### config.mk
export PLATFORM = sky130hd
export DESIGN_NAME = map_ss_seq_flat
export DESIGN_NICKNAME = d
export VERILOG_FILES = /design/src/rtl/map_ss_pkg.sv /design/src/rtl/map_ss_seq_if.sv /design/src/rtl/ss_tmo.sv /design/src/rtl/map_ss_seq.sv /design/src/flat_wrapper.sv
export SDC_FILE = /design/constraint.sdc
export NUM_CORES = 1
export LEC_CHECK = 0
export ABC_AREA = 1
export ABC_CLOCK_PERIOD_IN_PS = 1800
export CORE_UTILIZATION = 42
export DETAILED_ROUTE_END_ITERATION = 7
export PLACE_DENSITY = 0.84
export SLEW_MARGIN = 30
export SYNTH_ARGS = -nofsm -noshare
export SYNTH_HDL_FRONTEND = slang
export SYNTH_SLANG_ARGS = --single-unit
### constraint.sdc
create_clock -name clk -period 1.8 [get_ports clk]
set_input_delay 0.54 -clock clk [delete_from_list [all_inputs] [get_ports clk]]
set_output_delay 0.54 -clock clk [all_outputs]
set_load 0.01 [all_outputs]
### src/rtl/map_ss_pkg.sv
// Shared definitions for the mapper save-state sequencer.
package map_ss_pkg;

   typedef enum logic [2:0] {
      ST_IDLE,
      ST_ARM,
      ST_SRD,
      ST_WFETCH,
      ST_WHOLD,
      ST_NEXT,
      ST_DONE
   } ss_state_e;

   localparam int          SS_LEN_DEF = 128;
   localparam logic [7:0]  MAP_IDX    = 8'd127;

endpackage

### src/rtl/map_ss_seq_if.sv
// Host, state-buffer and mapper save-state signals of map_ss_seq.
interface map_ss_seq_if;

   logic       cmd_req;
   logic       cmd_wr;
   logic       cmd_ack;
   logic       busy;
   logic       err;
   logic [7:0] buf_addr;
   logic [7:0] buf_rd;
   logic [7:0] buf_wd;
   logic       buf_we;
   logic       m2_fall;
   logic       ss_act;
   logic       ss_we;
   logic [7:0] ss_addr;
   logic [7:0] ss_wdat;
   logic [7:0] ss_rdat;

   modport master (
      output cmd_req, cmd_wr, buf_rd, m2_fall, ss_rdat,
      input  cmd_ack, busy, err, buf_addr, buf_wd, buf_we,
             ss_act, ss_we, ss_addr, ss_wdat
   );

   modport slave (
      input  cmd_req, cmd_wr, buf_rd, m2_fall, ss_rdat,
      output cmd_ack, busy, err, buf_addr, buf_wd, buf_we,
             ss_act, ss_we, ss_addr, ss_wdat
   );

endinterface

### src/rtl/ss_tmo.sv
// Wait-timeout down-counter: reloads on clr, counts while en, expire pulses at terminal count.
module ss_tmo #(
   parameter int TMO_CYC = 4096
) (
   input  logic clk,
   input  logic rst,
   input  logic en,
   input  logic clr,
   output logic expire
);

   localparam int            CW      = (TMO_CYC > 2) ? $clog2(TMO_CYC) : 1;
   localparam logic [CW-1:0] TC_LOAD = CW'(TMO_CYC - 1);

   logic [CW-1:0] cnt;

   always_ff @(posedge clk) begin
      if (rst || clr) begin
         cnt <= TC_LOAD;
      end else if (en && (cnt != '0)) begin
         cnt <= cnt - 1'b1;
      end
   end

   assign expire = en && (cnt == '0);

endmodule

### src/rtl/map_ss_seq.sv
// Mapper save-state sequencer: walks SS_LEN register indices between mapper and state buffer.
// Optional wait timeout on ARM/WHOLD is built in with `define SS_TIMEOUT_EN.
//
// state   | meaning
// IDLE    | waiting for cmd_req, outputs quiet
// ARM     | save-state mode on, waiting for first m2_fall
// SRD     | copy mapper register idx into buffer (one buf_we)
// WFETCH  | two cycles: present buf_addr, then capture buf_rd into ss_wdat
// WHOLD   | ss_we high until one m2_fall latches the write
// NEXT    | advance idx or finish
// DONE    | cmd_ack pulse, save-state mode off
module map_ss_seq
   import map_ss_pkg::*;
#(
   parameter int SS_LEN  = SS_LEN_DEF,
   parameter int TMO_CYC = 4096
) (
   input  logic         clk,
   input  logic         rst,
   map_ss_seq_if.slave  bus
);

   if ((SS_LEN < 1) || (SS_LEN > 256) || (TMO_CYC < 1)) begin : g_bad_param
      $error("map_ss_seq: SS_LEN or TMO_CYC out of range");
   end

   localparam logic [7:0] IDX_LAST = 8'(SS_LEN - 1);

   ss_state_e  state, state_nxt;
   logic [7:0] idx, idx_nxt;
   logic       wr_q, wr_nxt;
   logic       fetch_ph, fetch_ph_nxt;
   logic [7:0] wdat_q, wdat_nxt;
   logic       tmo_exp;

   always_ff @(posedge clk) begin
      if (rst) begin
         state    <= ST_IDLE;
         idx      <= 8'd0;
         wr_q     <= 1'b0;
         fetch_ph <= 1'b0;
         wdat_q   <= 8'd0;
      end else begin
         state    <= state_nxt;
         idx      <= idx_nxt;
         wr_q     <= wr_nxt;
         fetch_ph <= fetch_ph_nxt;
         wdat_q   <= wdat_nxt;
      end
   end

   always_comb begin
      state_nxt    = state;
      idx_nxt      = idx;
      wr_nxt       = wr_q;
      fetch_ph_nxt = fetch_ph;
      wdat_nxt     = wdat_q;
      case (state)
         ST_IDLE: begin
            if (bus.cmd_req) begin
               wr_nxt    = bus.cmd_wr;
               idx_nxt   = 8'd0;
               state_nxt = ST_ARM;
            end
         end
         ST_ARM: begin
            if (bus.m2_fall) begin
               fetch_ph_nxt = 1'b0;
               state_nxt    = wr_q ? ST_WFETCH : ST_SRD;
            end else if (tmo_exp) begin
               state_nxt = ST_DONE;
            end
         end
         ST_SRD: begin
            state_nxt = ST_NEXT;
         end
         ST_WFETCH: begin
            // Registered RAM: data for buf_addr shows up one cycle later.
            if (!fetch_ph) begin
               fetch_ph_nxt = 1'b1;
            end else begin
               fetch_ph_nxt = 1'b0;
               wdat_nxt     = bus.buf_rd;
               state_nxt    = ST_WHOLD;
            end
         end
         ST_WHOLD: begin
            if (bus.m2_fall) begin
               state_nxt = ST_NEXT;
            end else if (tmo_exp) begin
               state_nxt = ST_DONE;
            end
         end
         ST_NEXT: begin
            if (idx == IDX_LAST) begin
               state_nxt = ST_DONE;
            end else begin
               idx_nxt      = idx + 8'd1;
               fetch_ph_nxt = 1'b0;
               state_nxt    = wr_q ? ST_WFETCH : ST_SRD;
            end
         end
         ST_DONE: begin
            state_nxt = ST_IDLE;
         end
         default: begin
            state_nxt = ST_IDLE;
         end
      endcase
   end

   assign bus.ss_act   = (state != ST_IDLE) && (state != ST_DONE);
   assign bus.ss_we    = (state == ST_WHOLD);
   assign bus.ss_addr  = bus.ss_act ? idx : 8'd0;
   assign bus.ss_wdat  = wdat_q;
   assign bus.buf_we   = (state == ST_SRD);
   assign bus.buf_wd   = (state == ST_SRD) ? bus.ss_rdat : 8'd0;
   assign bus.buf_addr = ((state == ST_SRD) || (state == ST_WFETCH)) ? idx : 8'd0;
   assign bus.cmd_ack  = (state == ST_DONE);
   assign bus.busy     = (state != ST_IDLE);

`ifdef SS_TIMEOUT_EN
   logic tmo_en;
   logic err_q;

   assign tmo_en = (state == ST_ARM) || (state == ST_WHOLD);

   ss_tmo #(
      .TMO_CYC (TMO_CYC)
   ) u_tmo (
      .clk    (clk),
      .rst    (rst),
      .en     (tmo_en),
      .clr    (!tmo_en),
      .expire (tmo_exp)
   );

   // m2_fall on the expiring cycle wins, so err only marks a real timeout.
   always_ff @(posedge clk) begin
      if (rst) begin
         err_q <= 1'b0;
      end else if ((state == ST_IDLE) && bus.cmd_req) begin
         err_q <= 1'b0;
      end else if (tmo_exp && !bus.m2_fall) begin
         err_q <= 1'b1;
      end
   end

   assign bus.err = err_q;
`else
   assign tmo_exp = 1'b0;
   assign bus.err = 1'b0;
`endif

endmodule

### src/flat_wrapper.sv
// flat-port wrapper written by rule: the top's interface ports become plain ports
module map_ss_seq_flat import map_ss_pkg::*;
#(
   parameter int SS_LEN  = SS_LEN_DEF,
   parameter int TMO_CYC = 4096
)
  (clk, rst, bus_cmd_req, bus_cmd_wr, bus_buf_rd, bus_m2_fall, bus_ss_rdat, bus_cmd_ack, bus_busy, bus_err, bus_buf_addr, bus_buf_wd, bus_buf_we, bus_ss_act, bus_ss_we, bus_ss_addr, bus_ss_wdat);
  map_ss_seq_if bus_i ();
  input  logic clk;
  input  logic rst;
  input wire logic [$bits(bus_i.cmd_req)-1:0] bus_cmd_req;
  input wire logic [$bits(bus_i.cmd_wr)-1:0] bus_cmd_wr;
  input wire logic [$bits(bus_i.buf_rd)-1:0] bus_buf_rd;
  input wire logic [$bits(bus_i.m2_fall)-1:0] bus_m2_fall;
  input wire logic [$bits(bus_i.ss_rdat)-1:0] bus_ss_rdat;
  output wire logic [$bits(bus_i.cmd_ack)-1:0] bus_cmd_ack;
  output wire logic [$bits(bus_i.busy)-1:0] bus_busy;
  output wire logic [$bits(bus_i.err)-1:0] bus_err;
  output wire logic [$bits(bus_i.buf_addr)-1:0] bus_buf_addr;
  output wire logic [$bits(bus_i.buf_wd)-1:0] bus_buf_wd;
  output wire logic [$bits(bus_i.buf_we)-1:0] bus_buf_we;
  output wire logic [$bits(bus_i.ss_act)-1:0] bus_ss_act;
  output wire logic [$bits(bus_i.ss_we)-1:0] bus_ss_we;
  output wire logic [$bits(bus_i.ss_addr)-1:0] bus_ss_addr;
  output wire logic [$bits(bus_i.ss_wdat)-1:0] bus_ss_wdat;
  assign bus_i.cmd_req = bus_cmd_req;
  assign bus_i.cmd_wr = bus_cmd_wr;
  assign bus_i.buf_rd = bus_buf_rd;
  assign bus_i.m2_fall = bus_m2_fall;
  assign bus_i.ss_rdat = bus_ss_rdat;
  assign bus_cmd_ack = bus_i.cmd_ack;
  assign bus_busy = bus_i.busy;
  assign bus_err = bus_i.err;
  assign bus_buf_addr = bus_i.buf_addr;
  assign bus_buf_wd = bus_i.buf_wd;
  assign bus_buf_we = bus_i.buf_we;
  assign bus_ss_act = bus_i.ss_act;
  assign bus_ss_we = bus_i.ss_we;
  assign bus_ss_addr = bus_i.ss_addr;
  assign bus_ss_wdat = bus_i.ss_wdat;
  map_ss_seq #(.SS_LEN(SS_LEN), .TMO_CYC(TMO_CYC)) u_core (.clk(clk), .rst(rst), .bus(bus_i));
endmodule
# Word-level counts from Yosys, hierarchy flattened

Cells that the tools add are included.

Output and inout port bits: 38
Bits of input ports: 21
Logic and storage cells: 47
Flip-flop bits (word level): 21

Eq/ne operators: 13
Reduce and logical (&&, ||, !) cells: 11
Add/sub/neg operators: 1
Mux-type cells: 17

Operators with widths:

| cell                  | number |
|---|---|
| $mux W8               | 5 |
| $pmux W3 S6           | 1 |
| $pmux W8 S2           | 1 |
| $mux W3               | 5 |
| $eq A3 B3 Y1 const B  | 3 |
| $add A8 B1 Y8 const B | 1 |
| $eq A8 B7 Y1 const B  | 1 |
| $ne A2 B2 Y1 const B  | 4 |
| $eq A3 B2 Y1 const B  | 2 |
| $reduce_and A3 Y1     | 2 |
| $reduce_bool A3 Y1    | 2 |
| $mux W1               | 4 |
| $reduce_and A2 Y1     | 2 |
| $reduce_and A4 Y1     | 1 |
| $eq A3 B1 Y1 const B  | 1 |
| $logic_not A3 Y1      | 1 |
| $ne A3 B3 Y1 const B  | 1 |
| $pmux W1 S3           | 1 |
| $ne A2 B1 Y1 const B  | 1 |
| $reduce_bool A2 Y1    | 1 |
| $logic_and A1 B1 Y1   | 1 |
| $logic_or A1 B1 Y1    | 1 |

# Longest topological paths before layout

Word-level depth: 3
Depth in mapped cells: 11
Depth with buffers taken out: 10

# Least setup slack after synthesis

OpenSTA, ideal clock, no wires.

Path kind: flip-flop to output port
Start: register u_core.state[2]
End: output bus_ss_addr[0]
Setup slack: 0.106 ns
Arrival: 1.154 ns
Path buffers: 1
Required time: 1.260 ns
Stages on the path, launching flop included: 7
Cell sequence: dfxtp_1 -> buf_6 -> nand2_1 -> nor2_1 -> nor2_1 -> inv_1 -> nor2_1

Cells in the longest elaborated chain, start to end: 3
Elaborated cells on any way between the ends: 4

Ends and longest elaborated chain:

| element                                            | line               | source |
|---|---|---|
| start: declaration                                 | map_ss_seq.sv:29   | `ss_state_e state, state_nxt;` |
| start signal: assignment                           | map_ss_seq.sv:44   | `state <= state_nxt;` |
| $ne A3 B3 Y1 or $reduce_bool A3 Y1 (tied branches) | map_ss_seq.sv:112  | `assign bus.ss_act = (state != ST_IDLE) && (state != ST_DONE);` |
| $logic_and A1 B1 Y1 (*)                            | map_ss_seq.sv:112  |  |
| via bus_ss_act                                     | flat_wrapper.sv:22 | `output wire logic [$bits(bus_i.ss_act)-1:0] bus_ss_act;` |
| $mux W8 (*)                                        | map_ss_seq.sv:114  | `assign bus.ss_addr = bus.ss_act ? idx : 8'd0;` |
| end: declaration                                   | flat_wrapper.sv:24 | `output wire logic [$bits(bus_i.ss_addr)-1:0] bus_ss_addr;` |

Mark *: on every way through the listed nets, which the timed path passes. The rest lies on a longest branch.

# Worst setup path in the final report

Start: register u_core.state[2]
End: output bus_buf_wd[4]

Cells in the longest elaborated chain, start to end: 2

Ends and longest elaborated chain:

| element          | line               | source |
|---|---|---|
| $eq A3 B2 Y1     | map_ss_seq.sv:117  | `assign bus.buf_wd = (state == ST_SRD) ? bus.ss_rdat : 8'd0;` |
| $mux W8          | map_ss_seq.sv:117  |  |
| end: declaration | flat_wrapper.sv:20 | `output wire logic [$bits(bus_i.buf_wd)-1:0] bus_buf_wd;` |

Every way passes these cells.

==> impl_metrics.py <==
metrics = {
    "outcome": {
        "run_status": "complete, but fails checks",
        "failed_checks": "negative setup slack",
    },
    "logic_synthesis": {
        "ys_top_cells_by_area": "sky130_fd_sc_hd__dfxtp_1 31%, sky130_fd_sc_hd__nand2_1 10%, sky130_fd_sc_hd__nor2_1 10%",
        "post_synth_num_cell_types": 29,
        "mappedNetlistNets": 229,
        "async_set_or_reset_register_ratio_after_synthesis_pct": 0,
        "muxShareOfSynthArea_pct": 0,
        "synthesis.area_per_instance_um2": 6.59,
        "synth.cell_area_um2": 1360,
        "synth_edf_count": 0,
        "post_synth_inst_count": 207,
        "post-synth-top-area-cell": "sky130_fd_sc_hd__dfxtp_1",
        "synth-simple-area-share_pct": 44.8,
        "synth_adder_area_share_pct": 0.917,
        "synth_top_family_by_area": "simple AND/OR/NAND/NOR gates",
        "yosysTopAreaCellShare_pct": 30.8,
        "yosys_warnings": 0,
        "commonest_register_cell_after_synthesis": "sky130_fd_sc_hd__dfxtp_1",
        "synth.top_cells.by_count": "38 x sky130_fd_sc_hd__nand2_1, 38 x sky130_fd_sc_hd__nor2_1, 25 x sky130_fd_sc_hd__inv_1, 21 x sky130_fd_sc_hd__dfxtp_1, 17 x sky130_fd_sc_hd__nand3_1",
        "synth_xor_xnor_area_share_pct": 0,
        "ys_ff_latch": 21,
        "synth_compound_area_share_pct": 10.3,
        "fraction_of_the_yosys_area_taken_by_sequential_cells_pct": 30.8,
    },
    "power_and_ir_drop": {
        "p_int_mw": 1.04,
        "seq_power_share_pct": 31.3,
        "powerDensity_nw_per_um2": 859,
        "power.net_switching_mw": 0.743,
        "ir_drop_v": 0.000568,
        "combPwrFrac_pct": 55.7,
        "leakage_nw": 0.966,
        "swShare_pct": 41.6,
        "clock_power_share_pct": 13.0,
    },
    "critical_path": {
        "timing.critical_path.slowest_stage_cell": "sky130_fd_sc_hd__dfxtp_4",
        "timing.setup.critical_path_class": "flop to output port",
        "critical-path-top-cell-by-count": "sky130_fd_sc_hd__nor2_4",
        "timing.critical_path.to_type": "output port",
        "path_max_fanout": 8,
        "critical_path.cell_chain": "buf_6, nor2_4, inv_2, nor2_4, inv_4, nor2_1, buf_2",
        "critical-path-max-stage-delay_ps": 370,
        "cp-start-kind": "flop",
        "timing.critical_path.max_delay_family": "buffers and inverters",
        "critPathArrivalTime_ps": 1340,
        "cp.buffers_inverters": 4,
        "required_ps": 1260,
    },
    "drt": {
        "route.vias.total": 1524,
        "route.detailed.vias_per_inst": 4.67,
        "routed_wirelength_mm": 3.39,
        "route.detailed.drc": 0,
        "detail_route.wl_per_cell_um": 10.4,
        "antenna_left": 0,
        "drt_pass1_iterations": 4,
        "initialDrtViolationCount": 29,
    },
    "cts": {
        "cts_hold_buffers": 0,
        "cts_max_path_buffers": 2,
        "clk_latency_ps": 310,
        "clk_pin_slew_worst_paths_ps": 110,
        "tritoncts": "built",
        "h_tree_level_count": 1,
        "numClockSinks": 21,
        "cts-root-buf": "sky130_fd_sc_hd__clkbuf_4",
        "tritoncts.num_buffers": 3,
    },
    "finish": {
        "layout-area-overhead-vs-synth_pct": 52.5,
        "insertedDiodeCount": 0,
        "postLayoutCoreUtil_pct": 67.6,
        "design.final.nets": 305,
        "design_area_um2": 2080,
        "post_route_cells_drive_above_1_share_pct": 34.4,
        "final.fill_count": 280,
    },
    "timing": {
        "timing.final.max_slew_violations": 0,
        "setup_ws_ps": -76.5,
        "min_period_ps": 1880,
        "rsz0062_at_grt": "true",
        "setup_viol": 26,
        "fmax_ghz": 0.533,
        "clock_skew_ps": 9.91,
        "min_period_over_period_pct": 104,
        "timing_hold_violations_final": 0,
    },
    "global_routing": {
        "grt_max_degree": 17,
        "via_count_of_the_first_global_routing_pass": 1298,
        "grt_util_all_layers_pct": 20.6,
        "global_route_wire_length_before_repair_mm": 5.44,
        "grt_overflow_total": 0,
        "grt_antenna_before_repair": 0,
    },
    "die": {
        "dieWidth_um": 59.0,
        "die_height_um": 59.0,
        "fp.coreArea_um2": 3080,
        "pin_count": 59,
        "design.die.area_um2": 3480,
        "start_util_pct": 44.3,
        "fp-row-count": 20,
    },
    "place": {
        "dp_hpwl_mm": 2.55,
        "detailed_place.area_um2": 2100,
        "port_buffers": 57,
        "place_congestion": 0.828,
    },
    "hold_path": {
        "hold_class": "flop to flop",
    },
    "flow_run": {
        "cap_viol_max_count": 0,
    },
}
[power groups by stage]
| stage | Clock [mW] | Sequential (mW) | Combinational [mW] |
|---|---|---|---|
| detailed placement | 0 | 0.551 | 0.926 |
| finish | 0.232 | 0.559 | 0.994 |
| global route | 0.258 | 0.566 | 1.08 |
| global placement | 0 | 0.549 | 0.917 |
| CTS | 0.235 | 0.550 | 0.988 |
| floorplan | 0 | 0.538 | 0.557 |
[per-stage QoR]
step,power (mW),setup WS [ps],std cells,hold slack [ps],setup TNS (ps)
final,1.79,-76.5,326,470,-1050
after global routing,1.90,-148,326,489,-2960
after CTS,1.77,-94.8,326,471,-1170
after detailed placement,1.48,-427,321,455,-7490
after global placement,1.47,-389,321,441,-7110
after floorplan,1.09,106,207,430,0
[cells in the final DEF, fill, tap and decap left out, types with 2 or more instances in the layout]
master and instances:
sky130_fd_sc_hd__a21oi_1 16, sky130_fd_sc_hd__a21oi_2 3, sky130_fd_sc_hd__buf_2 27, sky130_fd_sc_hd__buf_4 16, sky130_fd_sc_hd__buf_6 4, sky130_fd_sc_hd__clkbuf_4 3
sky130_fd_sc_hd__clkdlybuf4s50_1 27, sky130_fd_sc_hd__dfxtp_1 18, sky130_fd_sc_hd__dfxtp_4 3, sky130_fd_sc_hd__inv_1 24, sky130_fd_sc_hd__inv_2 5, sky130_fd_sc_hd__inv_4 4
sky130_fd_sc_hd__nand2_1 37, sky130_fd_sc_hd__nand2_2 9, sky130_fd_sc_hd__nand2_4 2, sky130_fd_sc_hd__nand2_8 2, sky130_fd_sc_hd__nand3_1 17, sky130_fd_sc_hd__nand4_1 3
sky130_fd_sc_hd__nor2_1 32, sky130_fd_sc_hd__nor2_2 5, sky130_fd_sc_hd__nor2_4 8, sky130_fd_sc_hd__o21ai_0 3, sky130_fd_sc_hd__o21ai_1 2
[registers in the layout (all words and copies together) (netlist names)]
name	cells
u_core.bus.ss_wdat	8
u_core.state	3
u_core.fetch_ph	1
u_core.wr_q	1
u_core.idx	8
[routing by layer]
metal / wire [um] / share of wire, % / GRT usage, % / vias up
li1: - / - / - / 790
met1: 1410 / 42 / 23.7 / 674
met2: 1630 / 48 / 36.7 / 53
met3: 284 / 8.4 / 4.80 / 7
met4: 61 / 1.8 / 8.16 / 0
met5: 0 / 0 / 0 / -
[kinds of logic (layout without fill, tap and decap cells)]
logic type | count (synthesis) | after routing
adders and majority gates | 1 | 1
DFF | 21 | 21
and+or+nand+nor | 119 | 119
buffers and inverters | 40 | 115
AOI/OAI and AO/OA | 25 | 25
other | 1 | 1
[path summary, 6_finish.rpt]
check	from	to	slack, ps	depth (start not counted)
setup / recovery	u_core.state[2]$_SDFFE_PP0P_	bus_buf_wd[4]	-80	7
hold / removal	u_core.wr_q$_SDFFE_PP0P_	u_core.wr_q$_SDFFE_PP0P_	470	2
hold reg to reg	u_core.wr_q$_SDFFE_PP0P_	u_core.wr_q$_SDFFE_PP0P_	470	2
setup reg to reg	u_core.idx[1]$_SDFFE_PP0P_	u_core.idx[1]$_SDFFE_PP0P_	250	8
[final cells by class]
type / count / area (um2) / area share [%]
Multi-Input combinational cell: 146 / 810 / 38.9
Timing Repair Buffer: 77 / 614 / 29.5
Sequential cell: 21 / 432 / 20.8
Inverter: 34 / 143 / 6.86
Tap cell: 44 / 55.1 / 2.65
Clock buffer: 4 / 26.3 / 1.26
[worst register-to-register path, delay by kind of cell, from the launching register on]
kind / cells / cell delay (ps)
and+or+nand+nor: 5 / 630
AOI/OAI and AO/OA: 1 / 110
buffers and inverters: 1 / 50
DFF: 1 / 410
adders and majority gates: 1 / 260
[what timing repair did]
item	in CTS	in global routing
endpoints found under the setup margin	29	30
gates resized for setup	137	5
buffers inserted	1	0
pin swaps	9	3
hold endpoints to repair	0	0
(Power assumes the default switching activity.)
